$ cat src/rtl/background_control_pipeline_pkg.sv
// Shared widths and helpers for the background tile fetch pipeline.
package background_control_pipeline_pkg;

    localparam int SLOT_LEN = 8;
    localparam int COL_W    = 8;
    localparam int WORD_W   = 8;
    localparam int PAN_W    = 3;
    localparam int PH_W     = $clog2(SLOT_LEN);
    localparam int NSTAGE   = 6;

    typedef logic [WORD_W-1:0] word_t;

    function automatic logic pal_lookup(
        input logic [3:0] pal,
        input logic       hi,
        input logic       lo
    );
        return pal[{hi, lo}];
    endfunction

endpackage

$ cat src/rtl/background_control_pipeline_serial_shift_word.sv
// 8-bit LSB-first serializer / deserializer shared by every serial bus.
module serial_shift_word
    import background_control_pipeline_pkg::*;
(
    input  logic  clk,
    input  logic  rst_n,
    input  logic  clr_i,
    input  logic  load_i,
    input  logic  shift_i,
    input  word_t load_val_i,
    input  logic  ser_i,
    output logic  ser_o,
    output word_t next_o
);

    word_t word_q;
    word_t word_d;

    always_comb begin
        word_d = word_q;
        if (clr_i) begin
            word_d = '0;
        end else if (load_i) begin
            word_d = load_val_i;
        end else if (shift_i) begin
            word_d = {ser_i, word_q[WORD_W-1:1]};
        end
    end

    always_ff @(posedge clk or negedge rst_n) begin
        if (!rst_n) begin
            word_q <= '0;
        end else begin
            word_q <= word_d;
        end
    end

    assign ser_o  = word_q[0];
    assign next_o = {ser_i, word_q[WORD_W-1:1]};

endmodule

$ cat src/rtl/background_control_pipeline.sv
// Background line fetch: column address -> char/palette -> tile planes -> pixels.
module background_control_pipeline
    import background_control_pipeline_pkg::*;
(
    input  logic             clk,
    input  logic             rst_n,
    input  logic             lineStarting,
    input  logic [PAN_W-1:0] panOffset,
    output logic             charAddrOut,
    output logic             palAddrOut,
    input  logic             charDataIn,
    input  logic             palDataIn,
    output logic             tileLowAddrOut,
    output logic             tileHighAddrOut,
    input  logic             tileLowDataIn,
    input  logic             tileHighDataIn,
    output logic             pixelOut
);

    logic              run_q, run_d;
    logic [PH_W-1:0]   ph_q, ph_d;
    logic [COL_W-1:0]  col_q, col_d;
    logic [NSTAGE-1:0] vld_q, vld_d;
    logic [PAN_W-1:0]  pan_q, pan_d;
    logic [3:0]        pal1_q, pal1_d, pal2_q, pal2_d, pal3_q, pal3_d;
    logic [3:0]        palc_q, palc_d, paln_q, paln_d;
    word_t             lo_q, lo_d, hi_q, hi_d;
    logic [2*WORD_W-1:0] wlo_q, wlo_d, whi_q, whi_d;
    logic              pix_q, pix_d;

    logic       adv, bnd;
    logic       cad_ser, tad_ser;
    word_t      chr_nx, pal_nx, tlo_nx, thi_nx;
    word_t      cad_unused, tad_unused;
    logic [3:0] ser_unused;
    logic [3:0] pal_hi_unused;
    logic [PH_W:0] idx;
    logic [3:0] sel_pal;

    assign adv = run_q & ~lineStarting;
    assign bnd = adv & (ph_q == PH_W'(SLOT_LEN - 1));
    assign pal_hi_unused = pal_nx[7:4];

    serial_shift_word u_col_addr (
        .clk(clk), .rst_n(rst_n), .clr_i(1'b0),
        .load_i(lineStarting | bnd), .shift_i(adv),
        .load_val_i(lineStarting ? '0 : col_q + COL_W'(1)),
        .ser_i(1'b0), .ser_o(cad_ser), .next_o(cad_unused)
    );

    serial_shift_word u_chr_data (
        .clk(clk), .rst_n(rst_n), .clr_i(lineStarting),
        .load_i(1'b0), .shift_i(adv), .load_val_i('0),
        .ser_i(charDataIn), .ser_o(ser_unused[0]), .next_o(chr_nx)
    );

    serial_shift_word u_pal_data (
        .clk(clk), .rst_n(rst_n), .clr_i(lineStarting),
        .load_i(1'b0), .shift_i(adv), .load_val_i('0),
        .ser_i(palDataIn), .ser_o(ser_unused[1]), .next_o(pal_nx)
    );

    // Char code of the column fetched last slot becomes this slot's tile address.
    serial_shift_word u_tile_addr (
        .clk(clk), .rst_n(rst_n), .clr_i(lineStarting),
        .load_i(bnd), .shift_i(adv),
        .load_val_i(vld_q[1] ? chr_nx : '0),
        .ser_i(1'b0), .ser_o(tad_ser), .next_o(tad_unused)
    );

    serial_shift_word u_tile_lo (
        .clk(clk), .rst_n(rst_n), .clr_i(lineStarting),
        .load_i(1'b0), .shift_i(adv), .load_val_i('0),
        .ser_i(tileLowDataIn), .ser_o(ser_unused[2]), .next_o(tlo_nx)
    );

    serial_shift_word u_tile_hi (
        .clk(clk), .rst_n(rst_n), .clr_i(lineStarting),
        .load_i(1'b0), .shift_i(adv), .load_val_i('0),
        .ser_i(tileHighDataIn), .ser_o(ser_unused[3]), .next_o(thi_nx)
    );

    always_comb begin
        run_d  = run_q;
        ph_d   = ph_q;
        col_d  = col_q;
        vld_d  = vld_q;
        pan_d  = pan_q;
        pal1_d = pal1_q;
        pal2_d = pal2_q;
        pal3_d = pal3_q;
        palc_d = palc_q;
        paln_d = paln_q;
        lo_d   = lo_q;
        hi_d   = hi_q;
        wlo_d  = wlo_q;
        whi_d  = whi_q;
        if (lineStarting) begin
            run_d  = 1'b1;
            ph_d   = '0;
            col_d  = '0;
            vld_d  = NSTAGE'(1);
            pan_d  = panOffset;
            pal1_d = '0;
            pal2_d = '0;
            pal3_d = '0;
            palc_d = '0;
            paln_d = '0;
            lo_d   = '0;
            hi_d   = '0;
            wlo_d  = '0;
            whi_d  = '0;
        end else if (run_q) begin
            ph_d = ph_q + PH_W'(1);
            if (bnd) begin
                col_d  = col_q + COL_W'(1);
                vld_d  = {vld_q[NSTAGE-2:0], 1'b1};
                pal1_d = vld_q[1] ? pal_nx[3:0] : '0;
                pal2_d = pal1_q;
                pal3_d = pal2_q;
                lo_d   = tlo_nx;
                hi_d   = thi_nx;
                // Window spans this column and the next so pan can borrow pixels.
                wlo_d  = {tlo_nx, lo_q};
                whi_d  = {thi_nx, hi_q};
                palc_d = pal3_q;
                paln_d = pal2_q;
            end
        end
        idx     = {1'b0, ph_d} + {1'b0, pan_d};
        sel_pal = idx[PH_W] ? paln_d : palc_d;
        pix_d   = vld_d[NSTAGE-1] & pal_lookup(sel_pal, whi_d[idx], wlo_d[idx]);
    end

    always_ff @(posedge clk or negedge rst_n) begin
        if (!rst_n) begin
            run_q  <= 1'b0;
            ph_q   <= '0;
            col_q  <= '0;
            vld_q  <= '0;
            pan_q  <= '0;
            pal1_q <= '0;
            pal2_q <= '0;
            pal3_q <= '0;
            palc_q <= '0;
            paln_q <= '0;
            lo_q   <= '0;
            hi_q   <= '0;
            wlo_q  <= '0;
            whi_q  <= '0;
            pix_q  <= 1'b0;
        end else begin
            run_q  <= run_d;
            ph_q   <= ph_d;
            col_q  <= col_d;
            vld_q  <= vld_d;
            pan_q  <= pan_d;
            pal1_q <= pal1_d;
            pal2_q <= pal2_d;
            pal3_q <= pal3_d;
            palc_q <= palc_d;
            paln_q <= paln_d;
            lo_q   <= lo_d;
            hi_q   <= hi_d;
            wlo_q  <= wlo_d;
            whi_q  <= whi_d;
            pix_q  <= pix_d;
        end
    end

    assign charAddrOut     = cad_ser;
    assign palAddrOut      = cad_ser;
    assign tileLowAddrOut  = tad_ser;
    assign tileHighAddrOut = tad_ser;
    assign pixelOut        = pix_q;

endmodule

$ cat config.mk
export PLATFORM = sky130hd
export DESIGN_NAME = background_control_pipeline
export DESIGN_NICKNAME = d
export VERILOG_FILES = /design/src/rtl/background_control_pipeline_pkg.sv /design/src/rtl/background_control_pipeline_serial_shift_word.sv /design/src/rtl/background_control_pipeline.sv
export SDC_FILE = /design/constraint.sdc
export NUM_CORES = 1
export LEC_CHECK = 0
export CORE_MARGIN = 4
export CORE_UTILIZATION = 25
export DETAILED_ROUTE_END_ITERATION = 10
export PLACE_DENSITY = 0.42
export SLEW_MARGIN = 20
export SYNTH_ARGS = -nofsm -noshare
export SYNTH_HDL_FRONTEND = slang
export SYNTH_HIERARCHICAL = 1
export SYNTH_SLANG_ARGS = --single-unit
$ cat constraint.sdc
create_clock -name clk -period 4 [get_ports clk]
set_input_delay 0.6 -clock clk [delete_from_list [all_inputs] [get_ports clk]]
set_output_delay 0.6 -clock clk [all_outputs]
set_load 0.005 [all_outputs]
### Yosys cells after proc, flatten, opt, wreduce, memory -nomap -nowiden

Index checks and enable logic that the tools add are counted.

* magnitude comparators: 2
* equality and inequality tests: 1
* multiplexer cells: 59
* reductions and logical operators: 6
* bitwise logic cells: 5
* add/sub/neg operators: 3

Operator list (count)
* $mux 8: 24
* $mux 16: 6
* $mux 4: 17
* $mux 6: 3
* $mux 3: 3
* $add 8x1->8 const B: 1
* $bmux 1 s4: 2
* $reduce_bool 2->1: 4
* $lt 4x5->1 const B: 1
* $add 3x3->4: 1
* $add 3x1->3 const B: 1
* $and 1x1->1: 3
* $eq 3x3->1 const B: 1
* $lt 2x3->1 const B: 1
* $mux 1: 3
* $reduce_bool 3->1: 1
* $bmux 1 s2: 1
* $reduce_and 2->1: 1
* $not 1->1: 1
* $or 1x1->1: 1

* output and inout port bits: 5
* input bits: 10
* register bits after elaboration: 138
* logic and storage cells: 98

### Depth between registers and ports, before layout

* depth after elaboration: 11
* mapped depth: 16
* mapped depth without buffers: 12

### By module

The synthesis kept the hierarchy.

By module, submodules not included
* background_control_pipeline: times used 1, seq. area each 2252.2 um^2, area each 4408.0 um^2, cells each 464
* serial_shift_word: times used 6, seq. area each 200.2 um^2, area each 416.6 um^2, cells each 36

### Least setup slack after synthesis

Ideal clock, no wire load.

* path type: input to register
* start: input port lineStarting
* end: register pix_q (netlist: pixelOut)
* library setup time: 82 ps
* data arrival time: 3978 ps
* buffers on the path: 5
* required time: 3918 ps
* cell stages on the path: 15
* setup slack: -60 ps
* cell sequence: clkbuf_1 > clkbuf_1 > buf_1 > clkbuf_1 > nor2_1 > ha_1 > inv_1 > fa_1 > buf_2 > mux4_2 > a32oi_1 > o211ai_1 > o31ai_4 > mux2_2 > o22ai_1

* elaborated cells between the ends (all ways): 29
* those cells by class: add/sub (1); mux (24); bitwise (4)

RTL lines
* from (decl): line background_control_pipeline.sv:7 `input logic lineStarting,`
* $mux 3 (*): line background_control_pipeline.sv:98 `if (lineStarting) begin`
* named net ph_d[0]: line background_control_pipeline.sv:21 `logic [PH_W-1:0] ph_q, ph_d;`
* $add 3x3->4 (*): line background_control_pipeline.sv:130 `idx = {1'b0, ph_d} + {1'b0, pan_d};`
* $bmux 1 s4: line background_control_pipeline.sv:132 `pix_d = vld_d[NSTAGE-1] & pal_lookup(sel_pal, whi_d[idx], wlo_d[idx]);`
* $mux 1 (implied by the code): line background_control_pipeline.sv:132
* $bmux 1 s2 (*): line background_control_pipeline_pkg.sv:18 `return pal[{hi, lo}];`
* $mux 1 (implied by the code) (*): line background_control_pipeline_pkg.sv:18
* $and 1x1->1 (*): line background_control_pipeline.sv:132
* named net pix_d: line background_control_pipeline.sv:29 `logic pix_q, pix_d;`
* to (signal assigned): line background_control_pipeline.sv:167 `pix_q <= pix_d;`
* to (decl): line background_control_pipeline.sv:29

Mark *: on every way through the listed nets, which the timed path passes. The rest lies on a longest branch. The select of a mux whose other input is x is not followed.
A chain may end at the register's enable or synchronous reset.

### Worst setup path in the final report

* start: register run_q
* end: register pix_q (netlist: pixelOut)

* elaborated cells between the ends (all ways): 28
* those cells by class: add/sub (1); mux (24); bitwise (3)

RTL lines
* from (decl): line background_control_pipeline.sv:20 `logic run_q, run_d;`
* from (signal assigned): line background_control_pipeline.sv:153 `run_q <= run_d;`
* $mux 3 (*): line background_control_pipeline.sv:113 `end else if (run_q) begin`
* $mux 3 (*): line background_control_pipeline.sv:98
* named net ph_d[0]: line background_control_pipeline.sv:21
* $add 3x3->4 (*): line background_control_pipeline.sv:130
* $bmux 1 s4: line background_control_pipeline.sv:132
* $mux 1 (implied by the code): line background_control_pipeline.sv:132
* $bmux 1 s2 (*): line background_control_pipeline_pkg.sv:18
* $mux 1 (implied by the code) (*): line background_control_pipeline_pkg.sv:18
* $and 1x1->1 (*): line background_control_pipeline.sv:132
* named net pix_d: line background_control_pipeline.sv:29

Marks and branches as above.

==> impl_metrics.csv <==
group,metric,value,unit
run_status,result_of_the_run,"complete, no violations",
worst_setup_path,worst_r2r_path_depth,11,
worst_setup_path,crit_path_max_fanout,5,
pwr,cell_internal_pwr,0.002566,W
sta,achievable_frequency,0.2976,GHz
placed_design,dpl_worst_slack,0.2193,ns
sta,timing_max_transition_violations_final,0,
floorplan,initial_utilization,25.53,%
final_layout,layout.nets,735,
synthesis,syn_avg_cell_area,10.12,sq um
worst_setup_path,cells_along_the_critical_path,"xnor2_1, nor2_1, ha_1, inv_1, fa_1, mux4_2, a32oi_1, o211ai_1, o31ai_4, mux2_2, o22ai_1",
sta,finalSetupTns,0,ns
final_layout,multi_input_area,3249,sq um
sta,grt_setup_unrepaired,"no",
route,detail_route.iter0.violations,269,
global_routing,initial_antenna_violation_count,0,
floorplan,std_cell_rows,59,
worst_setup_path,r2r_start,"run_q",
global_routing,grt_remaining_overflow,0,
pwr,power.share.combinational,9.7,%
floorplan,fp.dieH,171.6,um
placed_design,place.port_buffers,14,
route,drc,0,
synthesis,syn-instance-count,661,
global_routing,grt_first_pass_wirelength,25680,um
floorplan,fp.dieArea,29440,sq um
worst_setup_path,crit_required,4.32,ns
pwr,power_frac_seq,41.9,%
global_routing,via_count_of_the_first_global_routing_pass,4628,
worst_setup_path,critPathKind,"register to register",
sta,finalWorstPathRequiredPeriod,3.361,ns
sta,tcrit_tclk_final,84.02,%
route,firstDrtPassIters,4,
pwr,cellPowerDensity,424.6,nW/um^2
clock_tree,cts_root_buffer,"clkbuf_16",
hold_path,min-delay-path-class,"input port to asynchronous set/reset pin",
worst_setup_path,regToRegSetupSlack,0.64,ns
worst_setup_path,slowest_stage,"fa_1",
sta,timing_worst_slew_pin_value,0.7841,ns
worst_setup_path,reg2reg_to,"pixelOut",
flow_run,timing.max_cap.violations,0,
pwr,power.clock.fraction,48.4,%
sta,max-slew-margin-rel,47.73,%
worst_setup_path,critPathLaunchType,"register",
clock_tree,clock-sinks,134,
clock_tree,tritoncts_clock_tree,"done",
clock_tree,cts-hold-fix-buffers,0,
sta,number_of_endpoints_failing_setup_at_the_final_stage,0,
route,postRouteAntennaNets,0,
route,wire_per_inst,14.25,um
route,post_drt_via_cell_ratio,4.340,
sta,hold_viol_final,0,
final_layout,num-fill-cells,2739,
synthesis,mappedNetlistArea,6690,sq um
route,drt-total-wl,15160,um
synthesis,yosys_warnings,6,
floorplan,die_x,171.6,um
sta,skew,0.008740,ns
placed_design,post-dp-hpwl,9632,um
clock_tree,postCtsResizedCells,0,
floorplan,ioPinCount,15,
clock_tree,post_cts.repair.setup_buffers,0,
floorplan,design.core.area,26210,sq um
clock_tree,clock_insertion_delay_worst_skew,0.41,ns
final_layout,layout-area-overhead-vs-synth,18.55,%
worst_setup_path,worstSetupEndpointType,"register",
sta,setup_ws,0.6392,ns
worst_setup_path,arrival,3.69,ns
clock_tree,htree_levels,4,
sta,hold_ws,0.1995,ns
clock_tree,ctsLongestPathBuffers,2,
pwr,ir_drop,0.2355,mV
route,detailroute.via_count,4618,
clock_tree,path_clk_slew,0.06,ns
placed_design,place_congestion,0.7375,
global_routing,grt_start_max_net_pins,142,
final_layout,insertedDiodeCount,0,
pwr,net-switching-power,0.0008025,W
final_layout,drive_gt1_share,10.15,%
final_layout,layout.area.seq,3353,sq um
clock_tree,cts_bufs_inserted,17,
global_routing,grt_use_total,10.93,%
pwr,leakage,3.521,nW
worst_setup_path,cp_slowest_stage_delay,0.66,ns
pwr,power.switching_fraction,23.83,%
## state kept, by name, summed over array words and instances (netlist names), 3 cells and up
name / flops
whi_q: 16
wlo_q: 16
col_q: 8
hi_q: 8
lo_q: 8
u_col_addr/word_q: 8
u_tile_addr/word_q: 8
u_chr_data/word_q: 7
u_pal_data/word_q: 7
u_tile_hi/word_q: 7
u_tile_lo/word_q: 7
vld_q: 6
pal1_q: 4
pal2_q: 4
pal3_q: 4
palc_q: 4
paln_q: 4
pan_q: 3
ph_q: 3
## layout by cell type (no fill, tap or decap), types with 4 or more instances in the layout
cell               n
a21boi_0           6
a21bo_2            4
a21oi_1           67
clkbuf_16         17
mux4_2             5
or3_1              5
xnor2_1            7
dfrtp_1          134
clkdlybuf4s50_1   12
and3_1             8
nand2_2            4
nand3_1           13
mux2i_1           53
nand2_1           90
o21ai_0            9
ha_1               6
xor2_1             4
buf_4             10
bufinv_16          4
inv_2              6
nor2b_1           46
nor3_1             5
inv_1              5
conb_1            63
nor2_1            42
and2_1             9
mux2_2             5
a211oi_1          47
clkinv_2           4
a221oi_1           4
## through the flow
| stage | total power (W) | cell area (sq um) | util [%] | cells |
|---|---|---|---|---|
| final | 0.003368 | 7931 | 30.26 | 1064 |
| after global routing | 0.003528 | 7931 | 30.26 | 1064 |
| after floorplan | 0.001656 | 6925 | - | 723 |
| after global placement | 0.001764 | 7330 | 27.97 | 1034 |
| after CTS | 0.003416 | 7931 | 30.26 | 1064 |
| after detailed placement | 0.001766 | 7330 | 27.97 | 1034 |
## final cells by class
type                       instances  share of cell area, %
clock buffer                      20                  5.632
clock inverter                    10                  1.956
inverter                          11                 0.5206
multi-input combinational        528                  40.97
sequential                       134                  42.28
tap                              335                  5.285
timing repair buffer              26                  3.360
## critical path, delay by kind of cell, from the launching register on
kind,cells,cell delay [ns]
multiplexers,2,0.90
adder cells (fa/ha/maj),2,0.85
AO/OA/AOI/OAI,4,0.67
flip-flops,1,0.48
XOR/XNOR,1,0.18
AND/OR/NAND/NOR,1,0.14
buffers and inverters,1,0.06
## power groups by stage
stage | Sequential [W] | Clock, W | Combinational [W]
after floorplan | 0.00143 | 0 | 0.000227
after global placement | 0.00144 | 0 | 0.000328
after detailed placement | 0.00144 | 0 | 0.000328
after CTS | 0.00141 | 0.00167 | 0.000330
after global routing | 0.00142 | 0.00174 | 0.000370
final | 0.00141 | 0.00163 | 0.000326
## how the worst max path moves through the flow
stage                  from  endpoint  slack, ns  depth (start not counted)
2_1_floorplan  lineStarting  pixelOut       0.07                         14
3_3_place_gp   panOffset[0]  pixelOut       0.28                         11
3_5_place_dp   panOffset[0]  pixelOut       0.22                         11
4_1_cts               run_q  pixelOut       0.59                         11
5_1_grt               run_q  pixelOut       0.41                         11
6_report              run_q  pixelOut       0.64                         11
## metal layers
metal | vias to the layer above | wire (um) | GRT usage (%)
met5 | - | 0 | 0
li1 | 2347 | - | -
met1 | 2221 | 8147 | 16.47
met4 | 0 | 182 | 2.997
met2 | 35 | 6468 | 15.76
met3 | 15 | 364 | 2.344
Power figures use the tool's default switching activity.
